<file path="config.mk">
export PLATFORM = sky130hd
export DESIGN_NAME = vga_scan_ctrl
export DESIGN_NICKNAME = d
export VERILOG_FILES = /design/src/rtl/vga_scan_ctrl.sv
export SDC_FILE = /design/constraint.sdc
export NUM_CORES = 1
export LEC_CHECK = 0
export BUFFER_PORTS_ARGS = -buffer_cell sky130_fd_sc_hd__buf_4
export CAP_MARGIN = 20
export CELL_PAD_IN_SITES_DETAIL_PLACEMENT = 0
export CELL_PAD_IN_SITES_GLOBAL_PLACEMENT = 1
export CORE_ASPECT_RATIO = 0.5
export CORE_MARGIN = 10
export CORE_UTILIZATION = 34
export DETAILED_ROUTE_END_ITERATION = 6
export GPL_ROUTABILITY_DRIVEN = 0
export HOLD_SLACK_MARGIN = 0.03
export PLACE_DENSITY = 0.71
export SKIP_LAST_GASP = 1
export SYNTH_ARGS = -nofsm -noshare
export SYNTH_HDL_FRONTEND = slang
export SYNTH_SLANG_ARGS = --single-unit
export TNS_END_PERCENT = 30
</file>
<file path="constraint.sdc">
create_clock -name clk -period 1.8 [get_ports clk]
set_input_delay 0.36 -clock clk [delete_from_list [all_inputs] [get_ports clk]]
set_output_delay 0.36 -clock clk [all_outputs]
set_load 0.02 [all_outputs]
</file>
<file path="src/rtl/vga_scan_ctrl.sv">
// VGA 640x480@60 timing generator with a one-pixel registered colour/sync output stage.
// Scan coordinates go out combinationally; colour and sync come back registered together.
module vga_scan_ctrl #(
    parameter int DIV      = 4,
    parameter int H_ACTIVE = 640,
    parameter int H_FP     = 16,
    parameter int H_SYNC   = 96,
    parameter int H_BP     = 48,
    parameter int V_ACTIVE = 480,
    parameter int V_FP     = 10,
    parameter int V_SYNC   = 2,
    parameter int V_BP     = 33
) (
    input  logic        clk,
    input  logic        rst,
    input  logic [11:0] d_in,
    output logic [8:0]  row,
    output logic [9:0]  col,
    output logic        rdn,
    output logic        pix_en,
    output logic        frame_start,
    output logic        hs,
    output logic        vs,
    output logic [3:0]  r,
    output logic [3:0]  g,
    output logic [3:0]  b
);

    localparam int H_TOT = H_ACTIVE + H_FP + H_SYNC + H_BP;
    localparam int V_TOT = V_ACTIVE + V_FP + V_SYNC + V_BP;
    localparam int DW    = $clog2(DIV);

    localparam logic [DW-1:0] DIV_LAST = DW'(DIV - 1);
    localparam logic [DW-1:0] DIV_PRE  = DW'(DIV - 2);
    localparam logic [9:0]    H_LAST   = 10'(H_TOT - 1);
    localparam logic [9:0]    V_LAST   = 10'(V_TOT - 1);
    localparam logic [9:0]    H_VIS    = 10'(H_ACTIVE);
    localparam logic [9:0]    V_VIS    = 10'(V_ACTIVE);
    localparam logic [9:0]    HS_FIRST = 10'(H_ACTIVE + H_FP);
    localparam logic [9:0]    HS_LAST  = 10'(H_ACTIVE + H_FP + H_SYNC - 1);
    localparam logic [9:0]    VS_FIRST = 10'(V_ACTIVE + V_FP);
    localparam logic [9:0]    VS_LAST  = 10'(V_ACTIVE + V_FP + V_SYNC - 1);

    logic [DW-1:0] div_cnt_q, div_cnt_d;
    logic [9:0]    h_cnt_q, h_cnt_d;
    logic [9:0]    v_cnt_q, v_cnt_d;
    logic          pix_en_q, pix_en_d;
    logic          frame_start_q, frame_start_d;
    logic          hs_q, hs_d;
    logic          vs_q, vs_d;
    logic [11:0]   rgb_q, rgb_d;

    logic active;
    logic h_end;
    logic v_end;

    assign active = (h_cnt_q < H_VIS) && (v_cnt_q < V_VIS);
    assign h_end  = (h_cnt_q == H_LAST);
    assign v_end  = (v_cnt_q == V_LAST);

    // pix_en and frame_start are registered one clk early so they line up with div_cnt == DIV-1.
    always_comb begin
        div_cnt_d     = (div_cnt_q == DIV_LAST) ? '0 : div_cnt_q + 1'b1;
        pix_en_d      = (div_cnt_q == DIV_PRE);
        frame_start_d = pix_en_d && h_end && v_end;
        h_cnt_d       = h_cnt_q;
        v_cnt_d       = v_cnt_q;
        rgb_d         = rgb_q;
        hs_d          = hs_q;
        vs_d          = vs_q;
        if (pix_en_q) begin
            if (h_end) begin
                h_cnt_d = '0;
                v_cnt_d = v_end ? '0 : v_cnt_q + 10'd1;
            end else begin
                h_cnt_d = h_cnt_q + 10'd1;
            end
            rgb_d = active ? d_in : 12'h000;
            hs_d  = ~((h_cnt_q >= HS_FIRST) && (h_cnt_q <= HS_LAST));
            vs_d  = ~((v_cnt_q >= VS_FIRST) && (v_cnt_q <= VS_LAST));
        end
    end

    always_ff @(posedge clk) begin
        if (rst) begin
            div_cnt_q     <= '0;
            h_cnt_q       <= '0;
            v_cnt_q       <= '0;
            pix_en_q      <= 1'b0;
            frame_start_q <= 1'b0;
            hs_q          <= 1'b1;
            vs_q          <= 1'b1;
            rgb_q         <= 12'h000;
        end else begin
            div_cnt_q     <= div_cnt_d;
            h_cnt_q       <= h_cnt_d;
            v_cnt_q       <= v_cnt_d;
            pix_en_q      <= pix_en_d;
            frame_start_q <= frame_start_d;
            hs_q          <= hs_d;
            vs_q          <= vs_d;
            rgb_q         <= rgb_d;
        end
    end

    assign col         = active ? h_cnt_q : 10'd0;
    assign row         = active ? v_cnt_q[8:0] : 9'd0;
    assign rdn         = ~active;
    assign pix_en      = pix_en_q;
    assign frame_start = frame_start_q;
    assign hs          = hs_q;
    assign vs          = vs_q;
    assign r           = rgb_q[11:8];
    assign g           = rgb_q[7:4];
    assign b           = rgb_q[3:0];

endmodule
</file>
==> impl_metrics.tcl, run 1 <==
set metrics [dict create \
    grt_max_degree 31 \
    dp.cells 353 \
    cp_slowest_cell "or4_4" \
    wl_met3_um 247 \
    worstHoldStart "d_in[0]" \
    crit_top_cell "or4_4" \
    synth-seq-area-share_pct 41.8 \
    drtPass1Iterations 4 \
    arrival_ns 2.12 \
    postCtsHoldBufs 0 \
    grt_pass1_wl_mm 8.65 \
    finalNetCount 318 \
    syn-cell-area_um2 1820 \
    synth_area_leader_cell "dfxtp_1" \
    maxSlewHeadroom_pct 70.4 \
    required_ns 2.03 \
    rsz0062_at_grt "true" \
    root_buffer "clkbuf_8" \
    drcViolationCount 0 \
    hold_end "rgb_q[0]$_SDFFE_PP0P_" \
    instances_no_fill 369 \
    fin_crit_ns 1.90 \
    report.final.hold_viol_count 0 \
    worst_slack_ns -0.0952 \
    clk_latency_ns 0.29 \
    synthCells 217 \
    vdd_drop_max_mv 0.374 \
    clock-sinks 38 \
    cp-end-kind "register" \
    m1WireLength_mm 2.51 \
    highest_layer "met4" \
    tightest_slew_ns 0.444 \
    dpl_cell_area_um2 2480 \
    fp-row-count 18 \
    final_max_slew_viol_count 0 \
    powerDensity_nw_per_um2 622 \
    synthToLayoutAreaGrowth_pct 53.2 \
    num_vias 1801 \
    ff2ff_setup_slack_ns -0.1 \
    maxCapViolCount 0 \
    cp_cell_sequence "ha_4 -> nand3_2 -> or4_4 -> or4_4 -> a21oi_2" \
    dp_slack_ns -0.0402 \
    grt_pass1_vias 1831 \
    drtAntennaViolNets 0 \
    grt_use_total_pct 11.8 \
    worstHoldPathCells 3 \
    io_pins 50 \
    drt-initial-drc-count 109 \
    start_kind "register" \
    wirelength_mm 5.26 \
    fin_skew_ns 0.0136 \
    synth_warnings 0 \
    r2r_end "v_cnt_q[9]$_SDFFE_PP0P_" \
    htree_num_levels 2 \
    register_area_um2 776 \
    viasPerCell 4.88 \
    synth_top_area_share_pct 41.8 \
    total_power_mw 1.73 \
    initial_core_util_pct 36.1 \
    grt_overflow 0 \
    finalSetupViolCount 16 \
    crit_fanout 7 \
    design_area_um2 2790 \
    fin_crit_sh_pct 105 \
    synth_area_leaders "dfxtp_1, a21oi_1, nand3_1, and2_1, nand2_1" \
    drive_above_1_share_pct 42.5 \
    antenna_found_initial 0 \
    fp.dieW_um 123 \
    cpPeakStageDelay_ns 0.60 \
    cts_buffers 5 \
    worstReg2RegStart "h_cnt_q[1]$_SDFFE_PP0P_" \
    failed_checks "setup timing" \
    multi_input_area_um2 1060 \
    coreArea_um2 5040 \
    synth_nets 237 \
    outcome "finished, violations left" \
    fmax_ghz 0.528 \
    cts_tree "done" \
    p_leak_nw 1.11 \
    rr_worst_depth 5 \
    io_buffers 49 \
    post_drt_wl_per_cell_um 14.3 \
    synthDistinctLibCells 36 \
    diodes 0 \
    hold_path.class "in2reg" \
    clk_pin_slew_worst_paths_ns 0.08 \
    wl_met2_mm 2.45 \
    clockBufferDepth 2 \
    fill_cells 458 \
    criticalPathCategory "reg2reg" \
    synth-seq-cells 38 \
    dp_hpwl_mm 3.89 \
    die-area_um2 8850 \
    synth.avg_cell_area_um2 8.38 \
    die_h_um 71.7 \
]
-- cell usage after synthesis (all sizes together) --
cell type  number
a211o           1
a21oi          21
a31oi           1
and2           14
and3            3
and4            1
buf             4
clkbuf          8
dfxtp          38
ha              6
inv             9
mux2i           1
nand2          22
nand2b          1
nand3          18
nand4           8
nand4bb         1
nor2           11
nor2b           1
nor3           13
nor3b           1
nor4            3
nor4b           2
o21a            1
o21ai           5
o21bai          1
o31ai           2
o32ai           1
or3             5
or4             4
xnor2           5
xor2            5
-- sequential cells by signal, summed over array words and instances (netlist names) --
name,flops
div_cnt_q,2
v_cnt_q,10
hs,1
rgb_q,12
vs,1
frame_start,1
h_cnt_q,10
pix_en,1
-- critical path: cells and delay by family (launching register included) --
kind	cells	cell delay, ns
DFF	1	0.35
adders and majority gates	1	0.15
AOI/OAI and AO/OA	1	0.15
and+or+nand+nor	3	1.18
-- metrics by stage --
stage | hold WS [ns] | TNS, ns | utilization [%]
2_1_floorplan | 0.429 | -0.888 | -
3_5_place_dp | 0.458 | -0.137 | 49.1
4_1_cts | 0.334 | -1.83 | 54.4
3_3_place_gp | 0.438 | -0.0289 | 49.1
6_report | 0.340 | -0.778 | 55.3
5_1_grt | 0.333 | -2.43 | 55.3
-- cell usage in the layout (no fill, tap or decap), types with 2 or more instances in the layout --
master	n
inv_1	8
nor3_1	12
or3_1	5
nor4_1	2
buf_4	68
dfxtp_4	2
buf_6	17
nor4b_1	2
nand4_1	8
dfxtp_1	30
xor2_1	5
nand2_1	22
nor2_2	2
o21ai_0	5
nand3_1	17
and2_1	5
nor2_1	6
and2_4	9
o31ai_1	2
or4_4	3
dfxtp_2	6
ha_1	5
nor2_4	3
a21oi_1	20
clkbuf_1	2
and3_1	3
xnor2_1	5
clkbuf_8	5
-- where the power goes --
group          internal (mW)  switching (mW)
clock network          0.415           0.301
logic                 0.0660          0.0774
registers              0.860          0.0145
total                   1.34           0.392
-- worst max path at each step --
stage / startpoint / to / depth (start not counted)
final: h_cnt_q[1]$_SDFFE_PP0P_ / v_cnt_q[9]$_SDFFE_PP0P_ / 5
after global routing: v_cnt_q[7]$_SDFFE_PP0P_ / col[2] / 6
after CTS: h_cnt_q[8]$_SDFFE_PP0P_ / col[2] / 6
after detailed placement: h_cnt_q[1]$_SDFFE_PP0P_ / v_cnt_q[9]$_SDFFE_PP0P_ / 5
after global placement: h_cnt_q[1]$_SDFFE_PP0P_ / v_cnt_q[7]$_SDFFE_PP0P_ / 5
after floorplan: h_cnt_q[7]$_SDFFE_PP0P_ / col[0] / 5
-- area by class of cell --
cell class	instances	area share, %
Timing Repair Buffer	86	25.9
Sequential cell	38	27.8
Tap cell	70	3.14
Inverter	9	1.30
Multi-Input combinational cell	158	38.0
Clock buffer	7	2.74
Clock inverter	1	1.08
-- cell families after synthesis --
group | Yosys count | share of synthesized area, %
compound gates | 33 | 10.3
mux | 1 | 0.550
flops | 38 | 41.8
fa+ha+maj | 6 | 4.13
buf+inv | 21 | 5.16
xor+xnor | 10 | 4.81
simple gates | 108 | 33.2
-- what timing repair did --
item | CTS | global route
buffers inserted | 6 | 3
pin swaps | 5 | 6
endpoints found under the setup margin | 26 | 29
gates resized for setup | 34 | 12
-- layer usage --
layer,up-vias,global-route usage (%)
met4,0,3.47
met5,-,0
li1,918,-
met2,34,19.5
met3,5,2.97
met1,844,14.8
No activity file was read; power rests on OpenSTA's default activity.
==> inputs of run 2 (changes only) <==
Settings changed: SETUP_SLACK_MARGIN set to 0.5.
==> impl_metrics.tcl, run 2 (synthesis gave the netlist of run 1 again) <==
set metrics [dict create \
    outcome "finished, violations left" \
    failed_checks "setup timing" \
    antenna_found_initial 0 \
    rr_worst_depth 6 \
    largest_register_ffs 12 \
    required_ns 2.02 \
    finalSetupViolCount 26 \
    clk_pin_slew_worst_paths_ns 0.08 \
    drt-initial-drc-count 150 \
    maxCapViolCount 0 \
    grt_overflow 0 \
    wirelength_mm 5.19 \
    hold_end "rgb_q[3]$_SDFFE_PP0P_" \
    fp.dieW_um 123 \
    cts_buffers 5 \
    io_pins 50 \
    vdd_drop_max_mv 0.423 \
    cpPeakStageDelay_ns 0.56 \
    post_drt_wl_per_cell_um 14.2 \
    grt_max_degree 31 \
    fmax_ghz 0.522 \
    htree_num_levels 2 \
    cp_num_buf_inv 2 \
    clk_latency_ns 0.29 \
    rsz0062_at_grt "true" \
    finalNetCount 315 \
    clockBufferDepth 2 \
    die-area_um2 8850 \
    fill_cells 480 \
    cts_tree "done" \
    tightest_slew_ns 0.398 \
    drcViolationCount 0 \
    fin_skew_ns 0.00456 \
    startpoint "h_cnt_q[8]$_SDFFE_PP0P_" \
    p_leak_nw 1.08 \
    regMostFlops "rgb_q" \
    top_regs "rgb_q: 12 flops, h_cnt_q: 10 flops, v_cnt_q: 10 flops" \
    ff2ff_setup_slack_ns -0.11 \
    grt_use_total_pct 12.0 \
    maxSlewHeadroom_pct 73.4 \
    final_max_slew_viol_count 0 \
    fin_crit_sh_pct 106 \
    worstHoldPathCells 3 \
    viasPerCell 4.83 \
    fin_crit_ns 1.91 \
    grt_pass1_wl_mm 8.74 \
    io_buffers 49 \
    initial_core_util_pct 36.1 \
    drtPass1Iterations 4 \
    num_vias 1766 \
    clock-sinks 38 \
    cp-end-kind "register" \
    mostFrequentLayoutCell "buf_4" \
    dp_hpwl_mm 3.90 \
    coreArea_um2 5040 \
    hold_path.class "in2reg" \
    whs_ns 0.338 \
    final_core_util_pct 53.9 \
    drive_above_1_share_pct 40.9 \
    synthToLayoutAreaGrowth_pct 49.6 \
    die_h_um 71.7 \
    r2r_end "v_cnt_q[9]$_SDFFE_PP0P_" \
    cp_slowest_cell "or4_4" \
    crit_fanout 8 \
    cp_cell_sequence "buf_4 -> buf_6 -> nand4bb_4 -> or4_4 -> or4_1 -> a21oi_1" \
    arrival_ns 2.14 \
    dp_slack_ns -0.0488 \
    criticalPathCategory "reg2reg" \
    start_kind "register" \
    diodes 0 \
    worstHoldStart "d_in[3]" \
    cp_top_family "simple AND/OR/NAND/NOR gates" \
    drtAntennaViolNets 0 \
    powerDensity_nw_per_um2 604 \
    final_cell_mix "buf_4, dfxtp_1, nand2_1" \
    fp-row-count 18 \
    report.final.hold_viol_count 0 \
    worstReg2RegStart "h_cnt_q[8]$_SDFFE_PP0P_" \
    root_buffer "clkbuf_8" \
    postCtsHoldBufs 0 \
    worst_slack_ns -0.115 \
    grt_pass1_vias 1797 \
]
-- run 2: power breakdown --
part	total [mW]	internal (mW)	switching, mW
sequential	0.878	0.863	0.0151
clock	0.618	0.308	0.310
combinational	0.147	0.0692	0.0778
-- run 2: final cells by class --
type / count / area (µm²) / area share, %
well taps: 70 / 87.6 / 3.22
flip-flops and latches: 38 / 769 / 28.3
inverters: 9 / 41.3 / 1.52
clock buffers: 6 / 82.6 / 3.03
repair buffers: 83 / 664 / 24.4
clock inverters: 2 / 12.5 / 0.460
multi-input cells: 158 / 1060 / 39.1
-- run 2: stage by stage --
step / std cells / instance area [µm²] / TNS, ns / total power, mW
4_1_cts: 364 / 2670 / -1.92 / 1.66
2_1_floorplan: 217 / 1920 / 0 / 0.972
3_5_place_dp: 354 / 2520 / -0.109 / 1.04
3_3_place_gp: 354 / 2520 / -0.00691 / 1.04
6_report: 366 / 2720 / -1.85 / 1.64
5_1_grt: 366 / 2720 / -4.12 / 1.72
-- run 2: routing by layer --
layer / track usage (%) / share of wire, % / vias up / wire length, µm
met5: 0 / 0 / - / 0
met4: 3.21 / 1.3 / 0 / 65
met3: 4.69 / 7.1 / 6 / 367
met2: 19.0 / 46 / 37 / 2400
met1: 14.9 / 45 / 810 / 2360
li1: - / - / 913 / -
-- run 2: worst reg2reg max path: stages (launching register included) --
cell       delay [ns]
dfxtp_2          0.34
buf_4            0.11
buf_6            0.09
nand4bb_4        0.13
or4_4            0.56
or4_1            0.50
a21oi_1          0.13
-- run 2: timing repair --
action,in CTS,in global routing
resized for setup,12,10
pin swaps,0,6
buffers inserted,2,2
setup endpoints to repair,52,55
-- run 2: worst max-delay path by stage --
stage	end	slack (ns)	cells past startpoint
after floorplan	v_cnt_q[9]$_SDFFE_PP0P_	0.03	5
after global placement	v_cnt_q[9]$_SDFFE_PP0P_	-0.007	5
after global routing	row[2]	-0.20	6
final	v_cnt_q[9]$_SDFFE_PP0P_	-0.11	6
after CTS	row[2]	-0.11	6
after detailed placement	v_cnt_q[9]$_SDFFE_PP0P_	-0.05	5
